`src/rtl/cla_serial_add16.sv`:
```
// cla_serial_add16: multi-cycle WIDTH-bit adder feeding one 4-bit CLA a nibble per cycle, LSB first.
// Define CLA_SERIAL_OVF_FLAG_EN to add the signed-overflow output ovf.
module cla_4b (
    input  logic [3:0] a,
    input  logic [3:0] b,
    input  logic       cin,
    output logic [3:0] s,
    output logic       cout
);
    logic [3:0] g, p;
    logic [4:0] c;
    assign g    = a & b;
    assign p    = a ^ b;
    assign c[0] = cin;
    assign c[1] = g[0] | (p[0] & cin);
    assign c[2] = g[1] | (p[1] & g[0]) | (p[1] & p[0] & cin);
    assign c[3] = g[2] | (p[2] & g[1]) | (p[2] & p[1] & g[0]) | (p[2] & p[1] & p[0] & cin);
    assign c[4] = g[3] | (p[3] & g[2]) | (p[3] & p[2] & g[1]) | (p[3] & p[2] & p[1] & g[0])
                | (p[3] & p[2] & p[1] & p[0] & cin);
    assign s    = p ^ c[3:0];
    assign cout = c[4];
endmodule

module cla_serial_add16 #(
    parameter int WIDTH  = 16,
    parameter int NSLICE = WIDTH / 4
) (
    input  logic             clk,
    input  logic             rst_n,
    input  logic             in_valid,
    output logic             in_ready,
    input  logic [WIDTH-1:0] a,
    input  logic [WIDTH-1:0] b,
    input  logic             cin,
    output logic             out_valid,
    input  logic             out_ready,
    output logic [WIDTH-1:0] sum,
    output logic             cout
`ifdef CLA_SERIAL_OVF_FLAG_EN
    ,
    output logic             ovf
`endif
);
    localparam int IW = $clog2(NSLICE);
    typedef enum logic [1:0] {IDLE, RUN, DONE} state_t;
    state_t           state_q, state_d;
    logic [WIDTH-1:0] a_q, a_d, b_q, b_d, sum_q, sum_d;
    logic [IW-1:0]    idx_q, idx_d;
    logic             carry_q, carry_d, cout_q, cout_d;
    logic             accept, run, last;
    logic [3:0]       s;
    logic             co;

    cla_4b u_cla (
        .a   (a_q[4*idx_q +: 4]),
        .b   (b_q[4*idx_q +: 4]),
        .cin (carry_q),
        .s   (s),
        .cout(co)
    );

    assign accept = (state_q == IDLE) && in_valid;
    assign run    = (state_q == RUN);
    assign last   = (idx_q == IW'(NSLICE - 1));

    always_ff @(posedge clk or negedge rst_n) begin
        if (!rst_n) begin
            state_q <= IDLE;
            a_q     <= '0;
            b_q     <= '0;
            sum_q   <= '0;
            idx_q   <= '0;
            carry_q <= 1'b0;
            cout_q  <= 1'b0;
        end else begin
            state_q <= state_d;
            a_q     <= a_d;
            b_q     <= b_d;
            sum_q   <= sum_d;
            idx_q   <= idx_d;
            carry_q <= carry_d;
            cout_q  <= cout_d;
        end
    end

    always_comb begin
        state_d = state_q;
        case (state_q)
            IDLE:    state_d = in_valid ? RUN : IDLE;
            RUN:     state_d = last ? DONE : RUN;
            DONE:    state_d = out_ready ? IDLE : DONE;
            default: state_d = IDLE;
        endcase
    end

    always_comb begin
        a_d     = accept ? a : a_q;
        b_d     = accept ? b : b_q;
        carry_d = accept ? cin : (run ? co : carry_q);
        idx_d   = accept ? '0 : (run ? idx_q + IW'(1) : idx_q);
        cout_d  = (run && last) ? co : cout_q;
        sum_d   = sum_q;
        if (run) sum_d[4*idx_q +: 4] = s;
    end

    always_comb begin
        in_ready  = (state_q == IDLE);
        out_valid = (state_q == DONE);
        sum       = sum_q;
        cout      = cout_q;
    end

`ifdef CLA_SERIAL_OVF_FLAG_EN
    logic ovf_q;
    logic ovf_d;
    // Top nibble's S[3] is the sum sign bit.
    always_comb begin
        ovf_d = (run && last) ? ((a_q[WIDTH-1] == b_q[WIDTH-1]) && (s[3] != a_q[WIDTH-1])) : ovf_q;
    end
    always_ff @(posedge clk or negedge rst_n) begin
        if (!rst_n) ovf_q <= 1'b0;
        else        ovf_q <= ovf_d;
    end
    assign ovf = ovf_q;
`endif
endmodule

```
`config.mk`:
```
export PLATFORM = sky130hd
export DESIGN_NAME = cla_serial_add16
export DESIGN_NICKNAME = d
export VERILOG_FILES = /design/src/rtl/cla_serial_add16.sv
export SDC_FILE = /design/constraint.sdc
export NUM_CORES = 1
export LEC_CHECK = 0
export CAP_MARGIN = 20
export CORE_ASPECT_RATIO = 0.75
export CORE_UTILIZATION = 40
export CTS_CLUSTER_DIAMETER = 50
export CTS_CLUSTER_SIZE = 8
export DETAILED_ROUTE_END_ITERATION = 16
export PLACE_DENSITY = 0.63
export SYNTH_ARGS = -nofsm -noshare
export SYNTH_HDL_FRONTEND = slang
export SYNTH_HIERARCHICAL = 1
export SYNTH_SLANG_ARGS = --single-unit
export TNS_END_PERCENT = 30
```
`constraint.sdc`:
```
create_clock -name clk -period 6.5 [get_ports clk]
set_clock_uncertainty 0.2 [all_clocks]
set_input_delay 1.3 -clock clk [delete_from_list [all_inputs] [get_ports clk]]
set_output_delay 1.3 -clock clk [all_outputs]
set_load 0.01 [all_outputs]
```
After elaboration in Yosys (flattened, before gate mapping)
Cells that the tools add are included.
- logic and storage cells: 58
- input port bits: 37
- flip-flop bits (word level): 54
- output and inout bits: 19
- reductions and logical operators: 4
- bitwise logic cells: 29
- equality and inequality tests: 3
- multiplexer cells: 9
- add/sub/neg operators: 2
- shifts and indexed selects: 4
- operators by type and width (kind ; count):
    $neg 4->34 ; 1
    $shift 4x34->16 const A ; 1
    $shiftx 4x34->16 ; 1
    $shiftx 16x5->4 ; 2
    $and 1x1->1 ; 16
    $bwmux 16 ; 1
    $or 1x1->1 ; 10
    $mux 2 ; 4
    $xor 4x4->4 ; 2
    $pmux 2 s3 ; 1
    $and 4x4->4 ; 1
    $eq 2x2->1 const B ; 2
    $mux 1 ; 3
    $add 2x1->2 const B ; 1
    $eq 2x1->1 const B ; 1
    $logic_and 1x1->1 ; 2
    $logic_not 2->1 ; 1
    $reduce_bool 2->1 ; 1

Logic depth before layout (Yosys ltp)
- depth in word-level cells: 9
- mapped depth: 8
- depth with buffers taken out: 7

Cells and area by module
Netlist, hierarchy kept.
- modules (own cells, without submodules) (module ; cells each ; area each (um2) ; instances ; sequential area each (um2)):
    cla_serial_add16 ; 168 ; 2448.6 ; 1 ; 1351.3
    cla_4b ; 17 ; 147.6 ; 1 ; 0.0

Worst setup path after synthesis
No wires, ideal clock.
- path type: reg2reg
- from: register idx_q[0]
- to: register cout_q (netlist: cout)
- data required time: 6.175 ns
- cell stages (with the launch flop): 8
- clock period less this slack: 2.662 ns
- path buffers: 1
- data arrival time: 2.337 ns
- slack: 3.838 ns
- library setup time: 0.125 ns
- cells stage by stage: dfrtp_1 buf_4 mux4_2 ha_1 a21o_1 a31o_1 a21o_1 mux2_2
- longest elaborated chain between the ends: 7
- elaborated cells on any way between the ends: 17
- classes of those cells: eq/ne (1); shift (2); bitwise (13); reduce/logical (1)
- RTL lines (what ; line ; text):
    start, declared ; 48 ; logic [IW-1:0] idx_q, idx_d;
    start signal, assigned ; 80 ; idx_q <= idx_d;
    $shiftx 16x5->4 (on tied branches) ; 55, 56 ;
    $xor 4x4->4 or $and 4x4->4 (tied branches) ; 13, 12 ;
    $and 1x1->1 (on tied branches) ; 18, 19 ;
    $or 1x1->1 (tied with other cells) (2 in series) ; 18 ; assign c[4] = g[3] | (p[3] & g[2]) | (p[3] & p[2] & g[1]) | (p[3] & p[2] & p[1] & g[0])
    $or 1x1->1 or $and 1x1->1 (tied branches) ; 18, 19 ;
    $or 1x1->1 (*) ; 19 ; | (p[3] & p[2] & p[1] & p[0] & cin);
    named net co ; 52 ; logic co;
    end signal, assigned ; 82 ; cout_q <= cout_d;
    end, declared ; 49 ; logic carry_q, carry_d, cout_q, cout_d;
The timed path passes the listed nets; every way through them passes the cells marked *.
A chain may end at the register's enable or synchronous reset.

Final worst setup path
- from: register idx_q[0]
- to: register sum_q[7] (netlist: sum[7])
- longest elaborated chain between the ends: 9
- elaborated cells on any way between the ends: 24
- classes of those cells: add/sub (1); shift (4); mux (1); bitwise (18)
- RTL lines (what ; line ; text):
    $shiftx 16x5->4 (on tied branches) ; 55, 56 ;
    $xor 4x4->4 or $and 4x4->4 (tied branches) ; 13, 12 ;
    $and 1x1->1 ; 17 ; assign c[3] = g[2] | (p[2] & g[1]) | (p[2] & p[1] & g[0]) | (p[2] & p[1] & p[0] & cin);
    $or 1x1->1 or $and 1x1->1 (tied branches) (2 in series) ; 17 ;
    $or 1x1->1 ; 17 ;
    $xor 4x4->4 (*) ; 20 ; assign s = p ^ c[3:0];
    named net s[3] ; 51 ; logic [3:0] s;
    $shiftx 4x34->16 (*) ; 103 ; if (run) sum_d[4*idx_q +: 4] = s;
    $bwmux 16 (*) ; 103 ;
    end signal, assigned ; 79 ; sum_q <= sum_d;
    end, declared ; 47 ; logic [WIDTH-1:0] a_q, a_d, b_q, b_d, sum_q, sum_d;
Marked as above.

==> reports/results.txt <==
Reg2Reg Depth - 7
total CTS buffers - 5
Synth Instances - 185
sequential share of power - 34.9%
synthesized net count - 233
top routing layer used - met4
library cells used by synthesis - 36
GPL Wtd Cong - 0.686
Area growth syn-to-layout - 27.2%
Max IR drop VDD - 0.269 mV
crit path to - sum[7]$_DFFE_PN0P_
critical path class - reg -> reg
final WL - 4820 um
Mapped Area - 2600 um2
number of global-route vias before repair - 1,619
R2R Setup Slk - 3.31 ns
routed vias - 1,611
Final Cycle Share - 49.2%
crit start category - flip-flop
Iter 0 DRT Violations - 55
fillers - 571
Internal - 1.06 mW
Worst slew margin - 46.2%
drt first pass iters - 4
cell taking the most area after synthesis - dfrtp_1
Post-Route M1 WL - 2530 um
worst r2r dst - sum[7]$_DFFE_PN0P_
GRT overflow - 0
layout cells sized above 1 - 22.3%
Synth async-reset ratio - 100%
Crit. Startpoint - idx_q[0]$_DFFE_PN0P_
CP peak stage delay - 0.88 ns
CP arrival - 3.22 ns
Fin Setup TNS - 0 ns
Slew @ Worst Pin - 0.807 ns
cts hold-fix bufs - 0
top-count cell post-synth - dfrtp_1
LEAKAGE - 1.39 nW
fin. max-slew vios - 0
DR vias/cell - 4.99
met2 WL post-DR - 2050 um
drt wl/cell - 14.9 um
Clock Sinks - 54
clock latency on the worst-skew pair - 0.30 ns
number of synthesized flops with an enable pin - 0
Worst EP required - 6.52 ns
CTS tree - yes
Synth Register Bits - 54
Final Setup Violations - 0
Total GRT Usage - 15.8%
wire length on met3 - 209 um
n_diodes - 0
post-CTS setup buffer count - 0
deepest clock path buffer count - 2
core area - 6290 um2
minimum clock period - 3.19 ns
Synth top cells by count - 54 x dfrtp_1, 31 x mux2_2, 17 x nand2_1
Hold Fails Final Rpt - 0
Routed Antenna Nets - 0
CP max-delay cell - dfrtp_1
Post-Syn Area per Cell - 14.0 um2
IO Port Bufs - 55
crit end category - flip-flop
DRC viols - 0
Starting Density - 41.3%
Worst R2R Start - idx_q[0]$_DFFE_PN0P_
Total Nets Final - 289
die span in y - 71.8 um
largest net degree at the start of global routing - 55
critical-path maximum fanout - 18
die area - 6820 um2
Placed Area - 3190 um2
clk root buf - clkbuf_8
Synth area leaders - dfrtp_1 52%, mux2_2 13%, mux4_2 6.1%
status - completed
HPWL Detailed - 3490 um
first-pass GRT wire length - 8050 um
combinational group share of total power - 53.1%
initial antenna violation count - 0
clock network power share - 12.0%
highest achievable clock rate - 0.313 GHz
Clock transition at path regs - 0.09 ns
Yosys Warn Count - 6
final core utilization - 52.5%
total power - 1.75 mW
Primary FF master, synth - dfrtp_1
Sw Ratio - 39.4%
H-tree Lvls - 2
top cell type's share of synthesized area - 52.0%
sequential area share after synthesis - 52.0%
Min-Delay Path Class - reg -> reg
pwr dens - 530 nW/um2
crit-path cells - mux4_2 -> ha_1 -> a21o_1 -> a31o_1 -> xor2_1 -> nand2_1 -> o21ai_0
I/O pins - 56
die width - 95.0 um
MaxCap Viol Count - 0
hold_ws - 0.286 ns
NetSw - 0.689 mW
final instance area - 3300 um2
Rows - 25
RSZ-0062 raised after global routing - false
post_cts resized - 0
## metrics by stage
step | setup WS, ns | std cells
2_1_floorplan | 3.84 | 185
3_3_place_gp | 3.03 | 315
3_5_place_dp | 3.01 | 315
4_1_cts | 3.26 | 323
5_1_grt | 3.06 | 323
6_report | 3.31 | 323
## kinds of logic after synthesis
kind of cell               after synthesis  synth area share (%)
and+or+nand+nor                         33                  8.72
AOI/OAI and AO/OA                       28                  7.66
xor gates and xnor gates                 3                  1.01
buffers and inverters                   15                  3.57
muxes                                   41                  21.4
DFF                                     54                  52.0
adders and majority gates               11                  5.59
## critical path: cells and delay by family (launching register included)
| family | cells | cell delay, ns |
|---|---|---|
| xor gates and xnor gates | 1 | 0.39 |
| adders and majority gates | 1 | 0.31 |
| muxes | 1 | 0.65 |
| DFF | 1 | 0.88 |
| and+or+nand+nor | 1 | 0.10 |
| AOI/OAI and AO/OA | 3 | 0.59 |
## state kept, by name, indices dropped and copies added (netlist names)
signal,flops
b_q,16
sum,16
a_q,16
state_q,2
carry_q,1
cout,1
idx_q,2
## power groups by stage
stage / clock network (mW) / registers [mW] / logic (mW)
finish: 0.209 / 0.611 / 0.928
global route: 0.229 / 0.639 / 1.01
CTS: 0.218 / 0.615 / 0.936
detailed placement: 0 / 0.621 / 0.932
global placement: 0 / 0.619 / 0.915
floorplan: 0 / 0.574 / 0.682
## area by class of cell
cell class / count / area [um2] / area share [%]
clock buffer: 8 / 110 / 3.33
timing repair buffer: 57 / 561 / 17.0
sequential: 54 / 1350 / 40.9
tap: 81 / 101 / 3.07
inverter: 7 / 26.3 / 0.796
multi-input combinational: 116 / 1150 / 34.9
## per-layer routing
metal  global-route usage [%]  vias up
li1                         -      788
met5                        0        -
met1                     24.1      780
met2                     22.7       39
met4                     4.04        0
met3                     3.72        4
## worst min-delay path by stage
stage                             start                   to  slack, ns  cells past startpoint
floorplan           a_q[10]$_DFFE_PN0N_  a_q[10]$_DFFE_PN0N_       0.25                      1
global placement     a_q[9]$_DFFE_PN0N_   a_q[9]$_DFFE_PN0N_       0.26                      1
detailed placement   a_q[9]$_DFFE_PN0N_   a_q[9]$_DFFE_PN0N_       0.27                      1
CTS                  a_q[9]$_DFFE_PN0N_   a_q[9]$_DFFE_PN0N_       0.29                      1
global route         a_q[9]$_DFFE_PN0N_   a_q[9]$_DFFE_PN0N_       0.32                      1
finish               a_q[9]$_DFFE_PN0N_   a_q[9]$_DFFE_PN0N_       0.29                      1
## cell usage in the layout (no fill, tap or decap), drive strengths merged, types with 2 or more instances in the layout
master         instances
a21o                   3
a21oi                  2
a22o                   8
a32o                   2
buf                    3
clkbuf                 8
clkdlybuf4s50         54
dfrtp                 54
ha                    10
inv                    7
mux2                  33
mux4                   8
nand2                 17
nand2b                 2
nand3b                 2
nor2                   2
nor3b                  2
nor4bb                 2
o21ai                  9
or3b                   2
xnor2                  2
Note: power is estimated with default switching activity, not from simulation.
